==> src/rtl/core_ctrl_unit_if.sv <==
// Data-memory handshake between a core's control sequencer and the
// shared-memory arbiter.
interface core_ctrl_unit_if;
    logic DMREQ;
    logic DMGNT;
    logic DMWRITE;
    logic MEMREAD;

    modport master (output DMREQ, output DMWRITE, output MEMREAD, input DMGNT);
    modport slave  (input DMREQ, input DMWRITE, input MEMREAD, output DMGNT);
endinterface

==> src/rtl/core_ctrl_unit.sv <==
// Multi-cycle fetch/decode/execute sequencer for one core's register-file
// datapath. Every strobe is decoded from the state register and the
// instruction fields latched in DECODE; ZFLAG is only looked at in EXEC1.
//
// state    | meaning
// ---------+---------------------------------------------------------
// IDLE     | waiting for START
// FETCH    | IR <- mem[PC], PC incremented
// DECODE   | OP/D/S latched from IROUT, illegal encodings detected
// EXEC1    | first execute cycle (MOV, ALU load, CLR, INC2, JMPZ)
// EXEC2    | ALU result into AC
// MEMWAIT  | DMREQ raised, waiting for DMGNT
// MEMACC   | memory transfer cycle for LOAD/STORE
// HALT     | DONE raised until START drops
module core_ctrl_unit #(
    parameter bit HALT_ON_ILLEGAL = 1'b1,
    parameter int IW              = 16
) (
    input  logic              clk,
    input  logic              RSTN,
    input  logic              START,
    input  logic [IW-1:0]     IROUT,
    input  logic              ZFLAG,
    core_ctrl_unit_if.master  mem,
    output logic [11:0]       WREG,
    output logic [11:0]       RREG,
    output logic [5:0]        LDALU,
    output logic [6:0]        RSTR,
    output logic              R2INC,
    output logic              PCINC,
    output logic [2:0]        ALUMUX,
    output logic              DONE,
    output logic              ILLEGAL
);

    localparam logic [2:0] S_IDLE    = 3'd0;
    localparam logic [2:0] S_FETCH   = 3'd1;
    localparam logic [2:0] S_DECODE  = 3'd2;
    localparam logic [2:0] S_EXEC1   = 3'd3;
    localparam logic [2:0] S_EXEC2   = 3'd4;
    localparam logic [2:0] S_MEMWAIT = 3'd5;
    localparam logic [2:0] S_MEMACC  = 3'd6;
    localparam logic [2:0] S_HALT    = 3'd7;

    localparam logic [3:0] OP_NOP   = 4'd0;
    localparam logic [3:0] OP_MOV   = 4'd1;
    localparam logic [3:0] OP_ALU   = 4'd2;
    localparam logic [3:0] OP_LOAD  = 4'd3;
    localparam logic [3:0] OP_STORE = 4'd4;
    localparam logic [3:0] OP_CLR   = 4'd5;
    localparam logic [3:0] OP_INC2  = 4'd6;
    localparam logic [3:0] OP_JMPZ  = 4'd7;
    localparam logic [3:0] OP_HALT  = 4'd15;

    // Register codes in WREG/RREG bit order
    localparam int RC_DR = 1;
    localparam int RC_PC = 2;
    localparam int RC_IR = 3;
    localparam int LD_AC = 5;

    logic [2:0] state_q, state_d;
    logic [3:0] op_q, op_d;
    logic [3:0] dst_q, dst_d;
    logic [3:0] src_q, src_d;
    logic       illegal_q, illegal_d;

    logic [3:0] ir_op, ir_dst, ir_src;
    logic       ir_illegal;
    logic       unused_ir_low;

    logic       dmreq, dmwrite, memread;

    assign ir_op         = IROUT[15:12];
    assign ir_dst        = IROUT[11:8];
    assign ir_src        = IROUT[7:4];
    assign unused_ir_low = ^IROUT[3:0];

    // Codes 12..15 name no register, so they shift out to an all-zero strobe.
    function automatic logic [11:0] reg_onehot(input logic [3:0] code);
        return 12'd1 << code;
    endfunction

    function automatic logic [5:0] alu_ld(input logic [2:0] sel);
        case (sel)
            3'd0:    return 6'h01;   // IR
            3'd1:    return 6'h10;   // R5
            3'd2:    return 6'h08;   // R1
            3'd3:    return 6'h02;   // IDX
            3'd4:    return 6'h04;   // IDY
            default: return 6'h00;
        endcase
    endfunction

    // Encodings that would address a non-existent register or operand.
    always_comb begin
        ir_illegal = 1'b0;
        case (ir_op)
            OP_MOV:  ir_illegal = (ir_dst > 4'd11) || (ir_src > 4'd11);
            OP_ALU:  ir_illegal = ir_src[3] || (ir_src[2:0] > 3'd4);
            OP_CLR:  ir_illegal = (ir_dst < 4'd4) || (ir_dst > 4'd10);
            OP_JMPZ: ir_illegal = (ir_src > 4'd11);
            OP_NOP, OP_LOAD, OP_STORE, OP_INC2, OP_HALT: ir_illegal = 1'b0;
            default: ir_illegal = 1'b1;
        endcase
    end

    // Next-state, field latch and sticky illegal flag.
    always_comb begin
        state_d   = state_q;
        op_d      = op_q;
        dst_d     = dst_q;
        src_d     = src_q;
        illegal_d = illegal_q;
        case (state_q)
            S_IDLE:   if (START) state_d = S_FETCH;
            S_FETCH:  state_d = S_DECODE;
            S_DECODE: begin
                op_d  = ir_op;
                dst_d = ir_dst;
                src_d = ir_src;
                if (ir_illegal) begin
                    illegal_d = 1'b1;
                    state_d   = HALT_ON_ILLEGAL ? S_HALT : S_FETCH;
                end else begin
                    case (ir_op)
                        OP_MOV, OP_ALU, OP_CLR, OP_INC2, OP_JMPZ: state_d = S_EXEC1;
                        OP_LOAD, OP_STORE:                       state_d = S_MEMWAIT;
                        OP_HALT:                                 state_d = S_HALT;
                        default:                                 state_d = S_FETCH;
                    endcase
                end
            end
            S_EXEC1:   state_d = (op_q == OP_ALU) ? S_EXEC2 : S_FETCH;
            S_EXEC2:   state_d = S_FETCH;
            S_MEMWAIT: if (mem.DMGNT) state_d = S_MEMACC;
            S_MEMACC:  state_d = S_FETCH;
            S_HALT:    if (!START) state_d = S_IDLE;
            default:   state_d = S_IDLE;
        endcase
    end

    // State and latched fields; reset aborts any instruction in flight.
    always_ff @(posedge clk or negedge RSTN) begin
        if (!RSTN) begin
            state_q   <= S_IDLE;
            op_q      <= 4'd0;
            dst_q     <= 4'd0;
            src_q     <= 4'd0;
            illegal_q <= 1'b0;
        end else begin
            state_q   <= state_d;
            op_q      <= op_d;
            dst_q     <= dst_d;
            src_q     <= src_d;
            illegal_q <= illegal_d;
        end
    end

    // Strobe decode from state and latched fields.
    always_comb begin
        WREG    = '0;
        RREG    = '0;
        LDALU   = '0;
        RSTR    = '0;
        R2INC   = 1'b0;
        PCINC   = 1'b0;
        ALUMUX  = '0;
        DONE    = 1'b0;
        dmreq   = 1'b0;
        dmwrite = 1'b0;
        memread = 1'b0;
        case (state_q)
            S_FETCH: begin
                WREG[RC_IR] = 1'b1;
                PCINC       = 1'b1;
            end
            S_EXEC1: begin
                case (op_q)
                    OP_MOV: begin
                        RREG = reg_onehot(src_q);
                        WREG = reg_onehot(dst_q);
                    end
                    OP_ALU: begin
                        ALUMUX = src_q[2:0];
                        LDALU  = alu_ld(src_q[2:0]);
                    end
                    OP_CLR:  RSTR  = 7'd1 << (dst_q - 4'd4);
                    OP_INC2: R2INC = 1'b1;
                    OP_JMPZ: begin
                        if (ZFLAG) begin
                            RREG        = reg_onehot(src_q);
                            WREG[RC_PC] = 1'b1;
                        end
                    end
                    default: ;
                endcase
            end
            S_EXEC2: begin
                ALUMUX       = src_q[2:0];
                LDALU[LD_AC] = 1'b1;
            end
            S_MEMWAIT: dmreq = 1'b1;
            S_MEMACC: begin
                dmreq = 1'b1;
                if (op_q == OP_LOAD) begin
                    memread     = 1'b1;
                    WREG[RC_DR] = 1'b1;
                end else begin
                    dmwrite = 1'b1;
                end
            end
            S_HALT:  DONE = 1'b1;
            default: ;
        endcase
    end

    assign mem.DMREQ   = dmreq;
    assign mem.DMWRITE = dmwrite;
    assign mem.MEMREAD = memread;
    assign ILLEGAL     = illegal_q;

endmodule

==> src/flat_wrapper.sv <==
// flat-port wrapper written by rule: the top's interface ports become plain ports
module core_ctrl_unit_flat 
#(
    parameter bit HALT_ON_ILLEGAL = 1'b1,
    parameter int IW              = 16
)
  (clk, RSTN, START, IROUT, ZFLAG, WREG, RREG, LDALU, RSTR, R2INC, PCINC, ALUMUX, DONE, ILLEGAL, mem_DMREQ, mem_DMWRITE, mem_MEMREAD, mem_DMGNT);
  core_ctrl_unit_if mem_i ();
  input  logic clk;
  input  logic RSTN;
  input  logic START;
  input  logic [IW-1:0] IROUT;
  input  logic ZFLAG;
  output logic [11:0] WREG;
  output logic [11:0] RREG;
  output logic [5:0] LDALU;
  output logic [6:0] RSTR;
  output logic R2INC;
  output logic PCINC;
  output logic [2:0] ALUMUX;
  output logic DONE;
  output logic ILLEGAL;
  output wire logic [$bits(mem_i.DMREQ)-1:0] mem_DMREQ;
  output wire logic [$bits(mem_i.DMWRITE)-1:0] mem_DMWRITE;
  output wire logic [$bits(mem_i.MEMREAD)-1:0] mem_MEMREAD;
  input wire logic [$bits(mem_i.DMGNT)-1:0] mem_DMGNT;
  assign mem_DMREQ = mem_i.DMREQ;
  assign mem_DMWRITE = mem_i.DMWRITE;
  assign mem_MEMREAD = mem_i.MEMREAD;
  assign mem_i.DMGNT = mem_DMGNT;
  core_ctrl_unit #(.HALT_ON_ILLEGAL(HALT_ON_ILLEGAL), .IW(IW)) u_core (.clk(clk), .RSTN(RSTN), .START(START), .IROUT(IROUT), .ZFLAG(ZFLAG), .mem(mem_i), .WREG(WREG), .RREG(RREG), .LDALU(LDALU), .RSTR(RSTR), .R2INC(R2INC), .PCINC(PCINC), .ALUMUX(ALUMUX), .DONE(DONE), .ILLEGAL(ILLEGAL));
endmodule
==> config.mk <==
export PLATFORM = sky130hd
export DESIGN_NAME = core_ctrl_unit_flat
export DESIGN_NICKNAME = d
export VERILOG_FILES = /design/src/rtl/core_ctrl_unit_if.sv /design/src/rtl/core_ctrl_unit.sv /design/src/flat_wrapper.sv
export SDC_FILE = /design/constraint.sdc
export NUM_CORES = 1
export LEC_CHECK = 0
export CAP_MARGIN = 25
export CORE_MARGIN = 2
export CORE_UTILIZATION = 45
export CTS_BUF_LIST = sky130_fd_sc_hd__clkbuf_8 sky130_fd_sc_hd__clkbuf_16
export CTS_CLUSTER_DIAMETER = 60
export CTS_CLUSTER_SIZE = 14
export DETAILED_ROUTE_END_ITERATION = 8
export DONT_BUFFER_PORTS = 1
export PLACE_DENSITY_LB_ADDON = 0.1
export SLEW_MARGIN = 20
export SYNTH_ARGS = -nofsm -noshare
export SYNTH_HDL_FRONTEND = slang
export SYNTH_SLANG_ARGS = --single-unit
==> constraint.sdc <==
create_clock -name clk -period 2.09 [get_ports clk]
set_input_delay 0.418 -clock clk [delete_from_list [all_inputs] [get_ports clk]]
set_output_delay 0.418 -clock clk [all_outputs]
set_load 0.005 [all_outputs]
==> metrics.txt, run 1 <==
# TYPE chip_impl_metric gauge
chip_impl_info{name="timing.critical_path.from",value="u_core.op_q[2]$_DFFE_PN0P_"} 1
chip_impl_metric{name="initial_core_util",unit=""} 0.479
chip_impl_metric{name="wire_length_on_met1",unit="mm"} 1.39
chip_impl_metric{name="mean_instance_size_in_the_synthesized_netlist",unit="µm²"} 8.00
chip_impl_metric{name="finalHoldViolations",unit=""} 0
chip_impl_info{name="cpMostUsedCell",value="or2_4"} 1
chip_impl_metric{name="ys_async_sr_fraction",unit=""} 1.00
chip_impl_metric{name="grt_max_degree",unit=""} 17
chip_impl_metric{name="share_seq_of_total_power",unit=""} 0.375
chip_impl_metric{name="design.final.nets",unit=""} 203
chip_impl_metric{name="switching_share_of_power",unit=""} 0.435
chip_impl_metric{name="cells_after_synth",unit=""} 168
chip_impl_metric{name="synth_cell_types",unit=""} 47
chip_impl_metric{name="route.met3.wl",unit="µm"} 304
chip_impl_metric{name="finalCritPeriodShare",unit=""} 1.07
chip_impl_metric{name="syn_area",unit="µm²"} 1340
chip_impl_metric{name="grt_remaining_overflow",unit=""} 0
chip_impl_metric{name="leakage",unit="µW"} 0.000602
chip_impl_metric{name="cts.sink_count",unit=""} 16
chip_impl_info{name="cts_tree",value="yes"} 1
chip_impl_metric{name="drt_first_pass_iters",unit=""} 6
chip_impl_metric{name="routed_wire_length_per_instance",unit="µm"} 16.0
chip_impl_metric{name="synth-seq-area-share",unit=""} 0.298
chip_impl_info{name="worst_setup_path_end_kind",value="output port"} 1
chip_impl_info{name="synth.area.top_cells",value="dfrtp_1 (30%), nor2_1 (9.2%), mux2_2 (6.7%)"} 1
chip_impl_metric{name="port_buffer_cells",unit=""} 0
chip_impl_info{name="criticalPathCategory",value="reg2out"} 1
chip_impl_metric{name="mappedNetlistNets",unit=""} 193
chip_impl_info{name="most_frequent_cells_after_synthesis",value="nor2_1 (33), dfrtp_1 (16), nand2_1 (11), nor3_1 (9), mux2_2 (8)"} 1
chip_impl_info{name="biggest_area_consumer_among_synthesized_cells",value="dfrtp_1"} 1
chip_impl_info{name="tightest_hold_check_type",value="in2reg"} 1
chip_impl_metric{name="totalWireLength",unit="mm"} 3.32
chip_impl_metric{name="r2r_cells",unit=""} 5
chip_impl_metric{name="wl_met2",unit="mm"} 1.57
chip_impl_metric{name="row_count",unit=""} 19
chip_impl_metric{name="detail_route.iter0.violations",unit=""} 50
chip_impl_metric{name="setup-violations-final",unit=""} 11
chip_impl_metric{name="drtAntennaViolNets",unit=""} 0
chip_impl_metric{name="htree_num_levels",unit=""} 1
chip_impl_metric{name="slew_viol_final",unit=""} 0
chip_impl_metric{name="final_critical_path_setup_slack",unit="ns"} -0.140
chip_impl_metric{name="yosysWarningCount",unit=""} 0
chip_impl_info{name="timing.critical_path.from_type",value="flop"} 1
chip_impl_metric{name="number_of_global_route_vias_before_repair",unit=""} 1111
chip_impl_metric{name="gp_congestion",unit=""} 0.778
chip_impl_metric{name="num_vias",unit=""} 1264
chip_impl_info{name="timing.critical_path.slowest_stage_cell",value="dfrtp_2"} 1
chip_impl_metric{name="design.die.area",unit="µm²"} 3440
chip_impl_metric{name="tightestPinTransition",unit="ns"} 0.745
chip_impl_metric{name="number_of_flops_mapped_to_enable_cells_by_yosys",unit=""} 0
chip_impl_metric{name="worstPathArrival",unit="ns"} 1.81
chip_impl_metric{name="finalCoreUtilization",unit=""} 0.548
chip_impl_metric{name="placeableCoreArea",unit="µm²"} 2810
chip_impl_metric{name="synth_to_layout_area_growth",unit="%"} 14.4
chip_impl_metric{name="drc",unit=""} 6
chip_impl_info{name="failing_checks",value="DRC, setup timing"} 1
chip_impl_metric{name="power_per_cell_area",unit="nW/µm²"} 1210
chip_impl_metric{name="post_drt_via_cell_ratio",unit=""} 6.11
chip_impl_metric{name="max_cap_violations",unit=""} 0
chip_impl_info{name="regToRegEndpoint",value="u_core.ILLEGAL$_DFFE_PN0P_"} 1
chip_impl_metric{name="combinationalPowerShare",unit=""} 0.504
chip_impl_metric{name="ys_seq_elements",unit=""} 16
chip_impl_info{name="topRoutingLayerUsed",value="met4"} 1
chip_impl_metric{name="number_of_buffers_inserted_during_clock_tree_synthesis",unit=""} 3
chip_impl_metric{name="layout-drive-gt1-share",unit=""} 0.250
chip_impl_metric{name="clkTransAtPathRegs",unit="ns"} 0.06
chip_impl_info{name="timing.critical_path.to",value="RREG[5]"} 1
chip_impl_metric{name="worst-r2r-setup-slack",unit="ns"} 0.46
chip_impl_metric{name="clock_power_share",unit=""} 0.120
chip_impl_metric{name="grt_pass1_wl",unit="mm"} 5.15
chip_impl_metric{name="grt_antenna_before_repair",unit=""} 0
chip_impl_metric{name="cp_data_required_time",unit="ns"} 1.67
chip_impl_info{name="cp_cell_sequence",value="or2_4 -> a2111o_1 -> or2_4 -> nor3b_2"} 1
chip_impl_metric{name="relSlewSlack",unit=""} 0.502
chip_impl_metric{name="final_period_minus_worst_setup_slack",unit="ns"} 2.23
chip_impl_metric{name="n_antenna_cell",unit=""} 0
chip_impl_metric{name="cell_internal_pwr",unit="µW"} 1050
chip_impl_metric{name="design.portCount",unit=""} 68
chip_impl_info{name="worst_r2r_startpoint",value="u_core.state_q[0]$_DFFE_PN0P_"} 1
chip_impl_metric{name="vdd_drop_max",unit="µV"} 583
chip_impl_metric{name="achievable-frequency",unit="GHz"} 0.449
chip_impl_metric{name="crit_fanout",unit=""} 6
chip_impl_info{name="ctsRootBufferMaster",value="clkbuf_8"} 1
chip_impl_info{name="dominantRegCellSynth",value="dfrtp_1"} 1
chip_impl_metric{name="fp.dieW",unit="µm"} 58.6
chip_impl_metric{name="clk_latency",unit="ns"} 0.24
chip_impl_metric{name="groute.usage.overall",unit=""} 0.195
chip_impl_metric{name="synth.top_cell.area_share",unit=""} 0.298
chip_impl_metric{name="power.total",unit="µW"} 1850
chip_impl_metric{name="die_height",unit="µm"} 58.6
chip_impl_info{name="leading_cell_type_by_number_of_instances_after_synthesis",value="nor2_1"} 1
chip_impl_metric{name="power.switching",unit="µW"} 806
chip_impl_metric{name="fin_worst_skew",unit="ns"} 0.00315
chip_impl_info{name="rsz0062_at_grt",value="true"} 1
chip_impl_metric{name="place.detailed.hpwl",unit="mm"} 2.56
chip_impl_metric{name="cts-root-to-sink-buffers",unit=""} 2
chip_impl_info{name="result_of_the_run",value="finished with violations"} 1
chip_impl_metric{name="timing.critical_path.slowest_cell_delay",unit="ns"} 0.44
timing repair:
action / 4_1_cts / 5_1_grt
resized for setup: 9 / 4
pin swaps: 3 / 1
setup endpoints to repair: 19 / 19
setup buffers: 5 / 0
hold endpoints to repair: 16 / 0
hold buffers: 1 / 0
cloned: 0 / 0
layout by cell type, fill, tap and decap left out, drive strengths merged, types with 6 or more instances in the layout:
master  count
inv         6
dfrtp      16
mux2        8
nand3       7
buf        13
nand2      11
nand2b      7
nor3       10
nor2b       6
o21ai       7
nor2       33
state kept, by name (all words and copies together) (netlist names):
register / cells
u_core.ILLEGAL: 1
u_core.dst_q: 4
u_core.op_q: 4
u_core.src_q: 4
u_core.state_q: 3
per-layer routing:
layer / GRT usage / vias to the layer above
met5: 0 / -
met4: 0.0617 / 0
met3: 0.0462 / 6
met2: 0.337 / 53
met1: 0.239 / 595
li1: - / 610
per-stage QoR:
| stage | TNS (ns) | instances | hold WS, ns | area (µm²) | setup slack (ns) |
|---|---|---|---|---|---|
| 4_1_cts | -0.875 | 207 | 0.289 | 1530 | -0.139 |
| 3_3_place_gp | 0 | 198 | 0.123 | 1400 | 0.0914 |
| 3_5_place_dp | 0 | 198 | 0.123 | 1400 | 0.0544 |
| 5_1_grt | -1.34 | 207 | 0.313 | 1540 | -0.190 |
| 6_report | -0.757 | 207 | 0.292 | 1540 | -0.140 |
| 2_1_floorplan | 0 | 168 | 0.122 | 1340 | 0.147 |
worst max-delay path: cells and delay by family, from the launching register on:
kind,cells,cell delay [ns]
AOI/OAI and AO/OA,1,0.40
DFF,1,0.44
and+or+nand+nor,3,0.74
power by group through the flow:
stage / Clock, µW / Sequential, µW / Combinational, µW
after floorplan: 0 / 586 / 715
after global placement: 0 / 677 / 809
after detailed placement: 0 / 688 / 819
after CTS: 232 / 690 / 927
after global routing: 243 / 733 / 1040
final: 223 / 696 / 936
area by class of cell:
type / instances / area (µm²)
multi-input cells: 137 / 925
inverters: 6 / 22.5
well taps: 31 / 38.8
flip-flops and latches: 16 / 403
clock buffers: 3 / 41.3
fillers: 281 / 1270
repair buffers: 14 / 108
how the worst min path moves through the flow:
stage                   from                           to  slack [ns]  cells past startpoint
floorplan               RSTN   u_core.ILLEGAL$_DFFE_PN0P_        0.12                      0
global placement        RSTN  u_core.dst_q[3]$_DFFE_PN0P_        0.12                      0
detailed placement      RSTN  u_core.dst_q[3]$_DFFE_PN0P_        0.12                      0
CTS                 IROUT[5]  u_core.src_q[1]$_DFFE_PN0P_        0.29                      2
global route        IROUT[6]  u_core.src_q[2]$_DFFE_PN0P_        0.31                      2
finish              IROUT[5]  u_core.src_q[1]$_DFFE_PN0P_        0.29                      2
cells by family after synthesis:
kind of cell    after synthesis  synth area share
compound gates               23             0.124
fa+ha+maj                     4            0.0372
buf+inv                      15            0.0456
flops                        16             0.298
mux                           8            0.0670
simple gates                102             0.428
Note: power is estimated with default switching activity, not from simulation.
==> run 2, diff against run 1 <==
- CTS_BUF_LIST: sky130_fd_sc_hd__clkbuf_8 sky130_fd_sc_hd__clkbuf_16 -> sky130_fd_sc_hd__clkbuf_8
- SLEW_MARGIN: 20 -> unset
==> results of run 2 <==
No change in the layout: final DEF, timing and power equal those of run 1.
